[src/rtl/heap_move_long_pkg.sv]
// rtl/heap_move_long_pkg.sv - FSM/direction types and heap address helper for heap_move_long
package heap_move_long_pkg;

    typedef enum logic [2:0] {IDLE, CHECK, FILL, STREAM, DRAIN, DONE} state_e;

    typedef enum logic {DIR_ASC, DIR_DESC} dir_e;

    function automatic logic [31:0] heapAddr(input int array, input int offset, input int n_area);
        return 32'(n_area * array + offset);
    endfunction

endpackage

[src/rtl/heap_move_long_agu.sv]
// rtl/heap_move_long_agu.sv - address generator: read index, one-cycle-delayed write index, last-read flag
module heap_move_long_agu
    import heap_move_long_pkg::*;
#(
    parameter int HA = 7,
    parameter int OW = 4
) (
    input  logic          clock,
    input  logic          reset,
    input  logic          load,
    input  logic          step,
    input  logic [HA:0]   srcBase,
    input  logic [HA:0]   tgtBase,
    input  logic [OW-1:0] len,
    input  dir_e          dir,
    output logic [HA-1:0] rdAddr,
    output logic [HA-1:0] wrAddr,
    output logic          last
);

    logic [HA:0]   src_q;
    logic [HA:0]   tgt_q;
    logic [OW-1:0] rd_idx;
    logic [OW-1:0] wr_idx;
    logic [OW-1:0] cnt;
    dir_e          dir_q;
    logic [HA:0]   rd_sum;
    logic [HA:0]   wr_sum;

    always_ff @(posedge clock) begin
        if (reset) begin
            src_q  <= '0;
            tgt_q  <= '0;
            rd_idx <= '0;
            wr_idx <= '0;
            cnt    <= '0;
            dir_q  <= DIR_ASC;
        end else if (load) begin
            src_q  <= srcBase;
            tgt_q  <= tgtBase;
            dir_q  <= dir;
            rd_idx <= (dir == DIR_DESC) ? len - OW'(1) : '0;
            wr_idx <= '0;
            cnt    <= len - OW'(1);
        end else if (step) begin
            // the element read this cycle is the one written next cycle
            wr_idx <= rd_idx;
            if (cnt != '0) begin
                rd_idx <= (dir_q == DIR_DESC) ? rd_idx - OW'(1) : rd_idx + OW'(1);
                cnt    <= cnt - OW'(1);
            end
        end
    end

    assign rd_sum = src_q + (HA+1)'(rd_idx);
    assign wr_sum = tgt_q + (HA+1)'(wr_idx);
    assign rdAddr = rd_sum[HA-1:0];
    assign wrAddr = wr_sum[HA-1:0];
    assign last   = (cnt == '0);

endmodule

[src/rtl/heap_move_long.sv]
// rtl/heap_move_long.sv - overlap-safe heap block-copy engine; HEAP_MOVE_LONG_BOUNDS_EN rejects out-of-bounds requests
module heap_move_long
    import heap_move_long_pkg::*;
#(
    parameter int MemoryElementWidth = 12,
    parameter int NArea              = 10,
    parameter int NArrays            = 20,
    parameter int NHeap              = 100,
    localparam int AI = $clog2(NArrays),
    localparam int HA = $clog2(NHeap),
    localparam int OW = $clog2(NArea + 1)
) (
    input  logic                          clock,
    input  logic                          reset,
    input  logic                          start,
    input  logic [AI-1:0]                 srcArray,
    input  logic [OW-1:0]                 srcOffset,
    input  logic [AI-1:0]                 tgtArray,
    input  logic [OW-1:0]                 tgtOffset,
    input  logic [OW-1:0]                 length,
    output logic                          busy,
    output logic                          done,
    output logic                          error,
    output logic                          memRdEn,
    output logic [HA-1:0]                 memRdAddr,
    input  logic [MemoryElementWidth-1:0] memRdData,
    output logic                          memWrEn,
    output logic [HA-1:0]                 memWrAddr,
    output logic [MemoryElementWidth-1:0] memWrData
);

    state_e        state;
    state_e        state_nxt;
    logic [AI-1:0] src_arr_q;
    logic [AI-1:0] tgt_arr_q;
    logic [OW-1:0] src_off_q;
    logic [OW-1:0] tgt_off_q;
    logic [OW-1:0] len_q;
    logic          err_q;

    logic [31:0]   src_full;
    logic [31:0]   tgt_full;
    logic [HA:0]   src_base;
    logic [HA:0]   tgt_base;
    logic [HA+1:0] src_limit;
    logic [OW-1:0] mv_len;
    logic          bad;
    dir_e          dir;

    logic          agu_load;
    logic          agu_step;
    logic          agu_last;
    logic [HA-1:0] agu_rd_addr;
    logic [HA-1:0] agu_wr_addr;

    always_ff @(posedge clock) begin
        if (reset) begin
            state     <= IDLE;
            src_arr_q <= '0;
            tgt_arr_q <= '0;
            src_off_q <= '0;
            tgt_off_q <= '0;
            len_q     <= '0;
            err_q     <= 1'b0;
        end else begin
            state <= state_nxt;
            if (state == IDLE && start) begin
                src_arr_q <= srcArray;
                tgt_arr_q <= tgtArray;
                src_off_q <= srcOffset;
                tgt_off_q <= tgtOffset;
                len_q     <= length;
            end
            if (state == CHECK) begin
                err_q <= bad;
            end
        end
    end

`ifdef HEAP_MOVE_LONG_BOUNDS_EN
    logic [OW:0] src_end;
    logic [OW:0] tgt_end;

    always_comb begin
        src_end = {1'b0, src_off_q} + {1'b0, len_q};
        tgt_end = {1'b0, tgt_off_q} + {1'b0, len_q};
        bad     = (int'(src_end) > NArea) || (int'(tgt_end) > NArea) ||
                  (int'(src_arr_q) >= NArrays) || (int'(tgt_arr_q) >= NArrays);
        mv_len  = len_q;
    end
`else
    localparam logic [OW:0] AREA_W = (OW+1)'(NArea);
    logic [OW:0] src_room;
    logic [OW:0] tgt_room;
    logic [OW:0] clamp_len;

    // copy only the part that stays inside both areas
    always_comb begin
        src_room  = (int'(src_off_q) >= NArea) ? '0 : AREA_W - {1'b0, src_off_q};
        tgt_room  = (int'(tgt_off_q) >= NArea) ? '0 : AREA_W - {1'b0, tgt_off_q};
        clamp_len = {1'b0, len_q};
        if (src_room < clamp_len) clamp_len = src_room;
        if (tgt_room < clamp_len) clamp_len = tgt_room;
        bad       = 1'b0;
        mv_len    = clamp_len[OW-1:0];
    end
`endif

    always_comb begin
        src_full  = heapAddr(int'(src_arr_q), int'(src_off_q), NArea);
        tgt_full  = heapAddr(int'(tgt_arr_q), int'(tgt_off_q), NArea);
        src_base  = src_full[HA:0];
        tgt_base  = tgt_full[HA:0];
        src_limit = {1'b0, src_base} + (HA+2)'(mv_len);
        // target starting inside the source run must be copied back to front
        dir       = (({1'b0, tgt_base} > {1'b0, src_base}) && ({1'b0, tgt_base} < src_limit))
                    ? DIR_DESC : DIR_ASC;
    end

    always_comb begin
        state_nxt = state;
        agu_load  = 1'b0;
        agu_step  = 1'b0;
        memRdEn   = 1'b0;
        memWrEn   = 1'b0;
        case (state)
            IDLE:   if (start) state_nxt = CHECK;
            CHECK: begin
                if (bad || mv_len == '0) begin
                    state_nxt = DONE;
                end else begin
                    state_nxt = FILL;
                    agu_load  = 1'b1;
                end
            end
            FILL: begin
                memRdEn   = 1'b1;
                agu_step  = 1'b1;
                state_nxt = agu_last ? DRAIN : STREAM;
            end
            STREAM: begin
                memRdEn   = 1'b1;
                memWrEn   = 1'b1;
                agu_step  = 1'b1;
                state_nxt = agu_last ? DRAIN : STREAM;
            end
            DRAIN: begin
                memWrEn   = 1'b1;
                state_nxt = DONE;
            end
            DONE:    state_nxt = IDLE;
            default: state_nxt = IDLE;
        endcase
    end

    heap_move_long_agu #(
        .HA (HA),
        .OW (OW)
    ) u_agu (
        .clock   (clock),
        .reset   (reset),
        .load    (agu_load),
        .step    (agu_step),
        .srcBase (src_base),
        .tgtBase (tgt_base),
        .len     (mv_len),
        .dir     (dir),
        .rdAddr  (agu_rd_addr),
        .wrAddr  (agu_wr_addr),
        .last    (agu_last)
    );

    assign busy      = (state != IDLE);
    assign done      = (state == DONE);
    assign error     = (state == DONE) && err_q;
    assign memRdAddr = memRdEn ? agu_rd_addr : '0;
    assign memWrAddr = memWrEn ? agu_wr_addr : '0;
    assign memWrData = memWrEn ? memRdData : '0;

endmodule

[config.mk]
export PLATFORM = sky130hd
export DESIGN_NAME = heap_move_long
export DESIGN_NICKNAME = d
export VERILOG_FILES = /design/src/rtl/heap_move_long_pkg.sv /design/src/rtl/heap_move_long_agu.sv /design/src/rtl/heap_move_long.sv
export SDC_FILE = /design/constraint.sdc
export NUM_CORES = 1
export LEC_CHECK = 0
export ABC_AREA = 1
export ABC_CLOCK_PERIOD_IN_PS = 6200
export CAP_MARGIN = 10
export CORE_ASPECT_RATIO = 1.25
export CORE_UTILIZATION = 55
export CTS_CLUSTER_DIAMETER = 120
export CTS_CLUSTER_SIZE = 30
export DETAILED_ROUTE_END_ITERATION = 7
export HOLD_SLACK_MARGIN = 0.05
export PLACE_DENSITY = 0.78
export SLEW_MARGIN = 15
export SYNTH_ARGS = -nofsm -noshare
export SYNTH_HDL_FRONTEND = slang
export SYNTH_SLANG_ARGS = --single-unit
[constraint.sdc]
create_clock -name clock -period 6.2 [get_ports clock]
set_clock_uncertainty 0.05 [all_clocks]
set_input_delay 1.55 -clock clock [delete_from_list [all_inputs] [get_ports clock]]
set_output_delay 1.55 -clock clock [all_outputs]
set_load 0.02 [all_outputs]
==> results of run 1 <==
layout make-up:
cell class                      instances  area share
Inverter                               89     0.06411
Tap cell                               92     0.02193
Timing Repair Buffer                   70      0.1316
Sequential cell                        52      0.1990
Clock inverter                          2    0.006673
Multi-Input combinational cell        466      0.5629
Clock buffer                            6     0.01382
worst max path at each step:
stage / from / to / slack (ns) / cells after the start
after global routing: src_off_q[0] / u_agu.dir_q / -0.07 / 43
after floorplan: src_off_q[0] / u_agu.rd_idx[3] / 0.71 / 43
after CTS: src_off_q[0] / u_agu.rd_idx[0] / 0.06 / 43
after global placement: src_off_q[0] / u_agu.rd_idx[0] / 0.32 / 43
after detailed placement: src_off_q[0] / u_agu.rd_idx[0] / 0.09 / 43
final: src_off_q[0] / u_agu.rd_idx[0] / 0.50 / 43
metal layers:
metal	vias to the layer above	wire length, um	global-route usage
met1	1911	4114	0.2746
met2	107	5241	0.4801
li1	2139	-	-
met3	18	488	0.03874
met5	-	0	0
met4	0	185	0.08637
Yosys cell counts, types with 10 or more instances:
master,instances,share of area
clkbuf_1,13,0.011
nand2_1,93,0.080
xnor2_1,10,0.020
o21ai_0,25,0.029
inv_1,83,0.071
o21ai_1,25,0.029
nand3_1,38,0.044
nor2_1,91,0.078
ha_1,59,0.17
dfxtp_1,52,0.24
xor2_1,15,0.030
a21oi_1,56,0.064
kinds of logic after synthesis:
family	count (synthesis)
simple gates	253
compound gates	119
flops	52
xor+xnor	25
buf+inv	107
fa+ha+maj	67
other cells	2
per-stage QoR:
stage	setup WS [ns]	hold WS (ns)	std cells	utilization	setup TNS [ns]
6_report	0.5030	0.4463	777	0.6970	0
5_1_grt	-0.06666	0.4721	777	0.6970	-0.1444
4_1_cts	0.06159	0.4489	775	0.6854	0
3_5_place_dp	0.08904	0.4279	767	0.6711	0
3_3_place_gp	0.3189	0.4195	767	0.6711	0
2_1_floorplan	0.7129	0.4051	625	-	0
worst min-delay path, stage by stage (launching register included):
cell	delay, ns
dfxtp_1	0.34
nand2_1	0.07
a21oi_1	0.05
where the power goes:
part	switching, W	internal [W]	total, W
logic	0.00140	0.000883	0.00228
clock network	0.000113	0.000120	0.000233
registers	0.0000874	0.000436	0.000524
total	0.00160	0.00144	0.00304
flip-flops by register name (all words and copies together), names as in the netlist, 3 cells and up:
| signal | flops |
|---|---|
| u_agu.src_q | 7 |
| tgt_arr_q | 5 |
| state | 3 |
| u_agu.wr_idx | 4 |
| src_off_q | 4 |
| src_arr_q | 5 |
| tgt_off_q | 4 |
| len_q | 4 |
| u_agu.rd_idx | 4 |
| u_agu.tgt_q | 7 |
| u_agu.cnt | 4 |
what timing repair did:
item | CTS | global route
setup endpoints to repair | 0 | 5
resized for setup | 0 | 18
buffers inserted | 0 | 2
==> impl_metrics.json, run 1 <==
{
  "status": "finished clean",
  "grt_overflow_total": 0,
  "synth_top_family_by_area": "simple AND/OR/NAND/NOR gates",
  "path_common_cell": "nand2_1",
  "ys_types": 34,
  "syn_avg_cell_area_um2": 6.979,
  "synthArstFlopShare": 0,
  "ys.flop_type": "dfxtp_1",
  "cp.buffers_inverters": 6,
  "first_pass_iters": 4,
  "mostFrequentLayoutCell": "nand2_1",
  "cp-end-kind": "flip-flop",
  "clock_latency_ns": 0.31,
  "ys_seq_area_frac": 0.2387,
  "cts_tree": "built",
  "post-route-period-util": 0.9189,
  "cts_buffer_depth": 2,
  "peakVddDrop_uv": 285.1,
  "multi_input_area_um2": 2955,
  "fp.dieH_um": 101.6,
  "register_area_um2": 1045,
  "crit_path_max_fanout": 7,
  "drv_slew": 0,
  "whs_path_depth": 2,
  "finalSetupViolCount": 0,
  "holdCritPathClass": "flip-flop to flip-flop",
  "drcViolationCount": 0,
  "io_buffers": 66,
  "grt_pass1_vias": 3917,
  "track_usage": 0.2514,
  "cts_made_buffers": 5,
  "final_cell_mix": "91 x nand2_1, 88 x nor2_1, 83 x inv_1",
  "crit_slowest_cell": "fa_2",
  "synthAdderAreaFrac": 0.2060,
  "dp_hpwl_mm": 8.011,
  "cts_hold_buffers": 0,
  "critical_path.max_stage_delay_ns": 0.41,
  "ff2ff_path_depth": 43,
  "synth_xor_area_frac": 0.05020,
  "ant_nets": 0,
  "routed_wl_mm": 10.03,
  "vias": 4175,
  "p_per_area_nw_per_um2": 578.6,
  "floorplan.initialDensity": 0.5791,
  "place.gp.congestion": 0.8614,
  "max_freq_mhz": 175.5,
  "synth_seq_cells": 52,
  "slew_headroom": 0.3738,
  "synth-simple-area-share": 0.2579,
  "drv_cap": 0,
  "worstMarginPinSlew_ns": 0.9382,
  "cp_data_arrival_time_ns": 5.89,
  "grt_max_degree": 35,
  "fin_crit_ns": 5.697,
  "post_dp_cell_area_um2": 5055,
  "path_delay_family": "simple AND/OR/NAND/NOR gates",
  "cts_sinks": 52,
  "placement_rows": 35,
  "clk_pin_slew_worst_paths_ns": 0.10,
  "power_w": 0.003038,
  "drtIter0Drc": 136,
  "diodes": 0,
  "core_area_um2": 7532,
  "worstPathRequired_ns": 6.40,
  "syn_nets": 729,
  "cts.htree.levels": 2,
  "r2r_slack_ns": 0.50,
  "critical_path_class": "flip-flop to flip-flop",
  "reg2reg_from": "src_off_q[0]",
  "grt_pass1_wl_mm": 16.45,
  "r2r_end": "u_agu.rd_idx[0]",
  "p_leak_nw": 2.476,
  "dieWidth_um": 81.65,
  "antenna_found_initial": 0,
  "nFillCells": 678,
  "netlist_area_um2": 4362,
  "hold_start": "tgt_arr_q[0]",
  "cts_root_buf": "clkbuf_8",
  "critical_path.startpoint_type": "flip-flop",
  "drive_above_1_share": 0.07591,
  "io_pins": 68,
  "design_area_um2": 5250,
  "vias_per_cell": 5.373,
  "nets": 788,
  "design.die.area_um2": 8293,
  "synth_edf_count": 0,
  "worstHoldEndpoint": "tgt_arr_q[0]",
  "wl_per_cell_um": 12.91,
  "ys.warnings.count": 0,
  "hold_violations": 0,
  "syn_to_final_growth_pct": 20.37,
  "synth_cells": 625,
  "synth_mux_area_frac": 0,
  "synth_compound_area_frac": 0.1460
}
Power figures use the tool's default switching activity.
==> run 2: changes to the inputs <==
CORE_UTILIZATION = 56   (was 55)
PLACE_DENSITY = 0.79   (was 0.78)
SYNTH_HIERARCHICAL = 1   (was not set)
==> impl_metrics.json, run 2 <==
{
  "synth_area_leaders": "dfxtp_1 22%, ha_1 16%, inv_1 8.8%",
  "drtIter0Drc": 239,
  "top_usage_layer": "met2",
  "io_buffers": 66,
  "status": "finished clean",
  "hold_violations": 0,
  "grt_overflow_total": 0,
  "cts_made_buffers": 5,
  "grt_util_met2": 0.4982,
  "cp.buffers_inverters": 6,
  "syn_avg_cell_area_um2": 7.031,
  "place.gp.congestion": 0.8942,
  "fin_ws_ns": 0.4848,
  "wl_per_cell_um": 13.19,
  "post_dp_cell_area_um2": 5336,
  "drv_cap": 0,
  "cp-end-kind": "flip-flop",
  "ff2ff_path_depth": 40,
  "first_pass_iters": 4,
  "ant_nets": 0,
  "design.die.area_um2": 8644,
  "max_freq_mhz": 175.0,
  "grt_use_met3": 0.02709,
  "io_pins": 68,
  "synth_mux_area_frac": 0,
  "mostFrequentLayoutCell": "inv_1",
  "r2r_slack_ns": 0.48,
  "cts.htree.levels": 2,
  "synthArstFlopShare": 0,
  "cts_buffer_depth": 2,
  "drcViolationCount": 0,
  "critical_path.max_stage_delay_ns": 0.49,
  "worstMarginPinSlew_ns": 1.002,
  "ys.flop_type": "dfxtp_1",
  "vias_per_cell": 5.337,
  "worstPathRequired_ns": 6.39,
  "synth_xor_area_frac": 0.04726,
  "path_common_cell": "inv_1",
  "peakVddDrop_uv": 410.4,
  "critical_path_class": "flip-flop to flip-flop",
  "fin_crit_ns": 5.715,
  "cts_tree": "built",
  "placement_rows": 36,
  "critical_path.startpoint_type": "flip-flop",
  "clk_pin_slew_worst_paths_ns": 0.09,
  "antenna_found_initial": 0,
  "crit_path_max_fanout": 7,
  "netlist_area_um2": 4633,
  "synth-simple-area-share": 0.2576,
  "whs_path_depth": 2,
  "synth_seq_cells": 52,
  "synth_top_family_by_area": "simple AND/OR/NAND/NOR gates",
  "p_per_area_nw_per_um2": 596.2,
  "synth_compound_area_frac": 0.1588,
  "ys_types": 42,
  "vias": 4339,
  "diodes": 0,
  "floorplan.initialDensity": 0.5844,
  "p_leak_nw": 2.637,
  "syn_nets": 764,
  "ys.warnings.count": 6,
  "fp.dieH_um": 103.7,
  "holdCritPathClass": "flip-flop to flip-flop",
  "path_delay_family": "compound AO/OA/AOI/OAI gates",
  "slew_headroom": 0.3294,
  "path_depth": 40,
  "cp_data_arrival_time_ns": 5.91,
  "crit_slowest_cell": "fa_1",
  "place_ws_ns": 0.3681,
  "synth_commonest_cells": "109 x inv_1, 92 x nand2_1, 79 x nor2_1, 60 x ha_1, 52 x dfxtp_1",
  "synth_top_area_share": 0.2247,
  "final_cell_mix": "109 x inv_1, 92 x nand2_1, 78 x nor2_1",
  "grt_max_degree": 33,
  "routed_wl_mm": 10.72,
  "dp_hpwl_mm": 8.729,
  "dieWidth_um": 83.36,
  "grt_pass1_wl_mm": 18.60,
  "post-route-period-util": 0.9218,
  "grt_pass1_vias": 4296,
  "netlist.top_cell.by_area": "dfxtp_1",
  "finalSetupViolCount": 0,
  "clock_latency_ns": 0.31,
  "finalSetupTns_ns": 0,
  "rsz0062_at_grt": "false",
  "syn_to_final_growth_pct": 17.23,
  "synth.most_common_cell": "inv_1",
  "core_area_um2": 7928,
  "drive_above_1_share": 0.07660,
  "ys_seq_area_frac": 0.2247,
  "design_area_um2": 5431,
  "use_met1": 0.2886,
  "cts_root_buf": "clkbuf_8",
  "synthAdderAreaFrac": 0.1966,
  "nets": 822,
  "track_usage": 0.2550,
  "cts_sinks": 52,
  "synth_cells": 659,
  "largest_registers": "u_agu/src_q (7), u_agu/tgt_q (7)",
  "synth_edf_count": 0,
  "drv_slew": 0
}
-- run 2: changes by cell type in the layout (fill, tap and decap cells not counted), sizes merged, moves of 7 or more --
cell and change:
o21ai -9, a211oi +12, a21oi -7, nand3 +10, nor2 -11, inv +27
-- run 2: final cells by class --
class                   count  area [um2]
repair buffers             68       675.6
inverters                 115       434.2
fillers                   722        2496
clock buffers               5       68.82
multi-input cells         475        3069
well taps                  95       118.9
clock inverters             3       22.52
flip-flops and latches     52        1042
-- run 2: metrics by stage --
| stage | cells | power (W) | hold WS (ns) | utilization |
|---|---|---|---|---|
| 2_1_floorplan | 659 | 0.002475 | 0.3925 | - |
| 3_3_place_gp | 805 | 0.002937 | 0.4115 | 0.6731 |
| 3_5_place_dp | 805 | 0.003023 | 0.4239 | 0.6731 |
| 4_1_cts | 813 | 0.003229 | 0.4389 | 0.6847 |
| 5_1_grt | 813 | 0.003592 | 0.4589 | 0.6851 |
| 6_report | 813 | 0.003238 | 0.4386 | 0.6851 |
-- run 2: worst reg2reg max path, delay by kind of cell (launching register included) --
kind,cells,cell delay [ns]
buffers and inverters,6,0.41
adders and majority gates,6,1.70
AOI/OAI and AO/OA,15,2.03
and+or+nand+nor,13,1.06
DFF,1,0.41
-- run 2: logic make-up after synthesis --
logic type	after synthesis
AND/OR/NAND/NOR	258
AO/OA/AOI/OAI	122
flip-flops	52
buffers and inverters	132
other	2
XOR/XNOR	25
adder cells (fa/ha/maj)	68
-- run 2: routing by layer --
metal	part of all wire	wire length, um	up-vias
li1	-	-	2254
met1	0.42	4533	1990
met2	0.54	5787	79
met3	0.024	253	16
met4	0.014	148	0
met5	0	0	-
-- run 2: path summary, 6_finish.rpt --
check / start / to
setup / recovery: src_off_q[0] / u_agu/rd_idx[1]
hold / removal: u_agu/src_q[6] / u_agu/src_q[6]
setup reg to reg: src_off_q[0] / u_agu/rd_idx[1]
hold reg to reg: u_agu/src_q[6] / u_agu/src_q[6]
-- run 2: where the power goes --
group	switching, W	internal [W]	leakage [nW]
Combinational	0.00154	0.000926	2.16
Clock	0.000118	0.0000811	0.0485
Sequential	0.000111	0.000461	0.427
Total	0.00177	0.00147	2.64
-- run 2: what timing repair did --
item / 4_1_cts / 5_1_grt
hold buffers: 0 / 0
endpoints found under the setup margin: 0 / 4
setup buffers: 0 / 0
resized for setup: 0 / 3
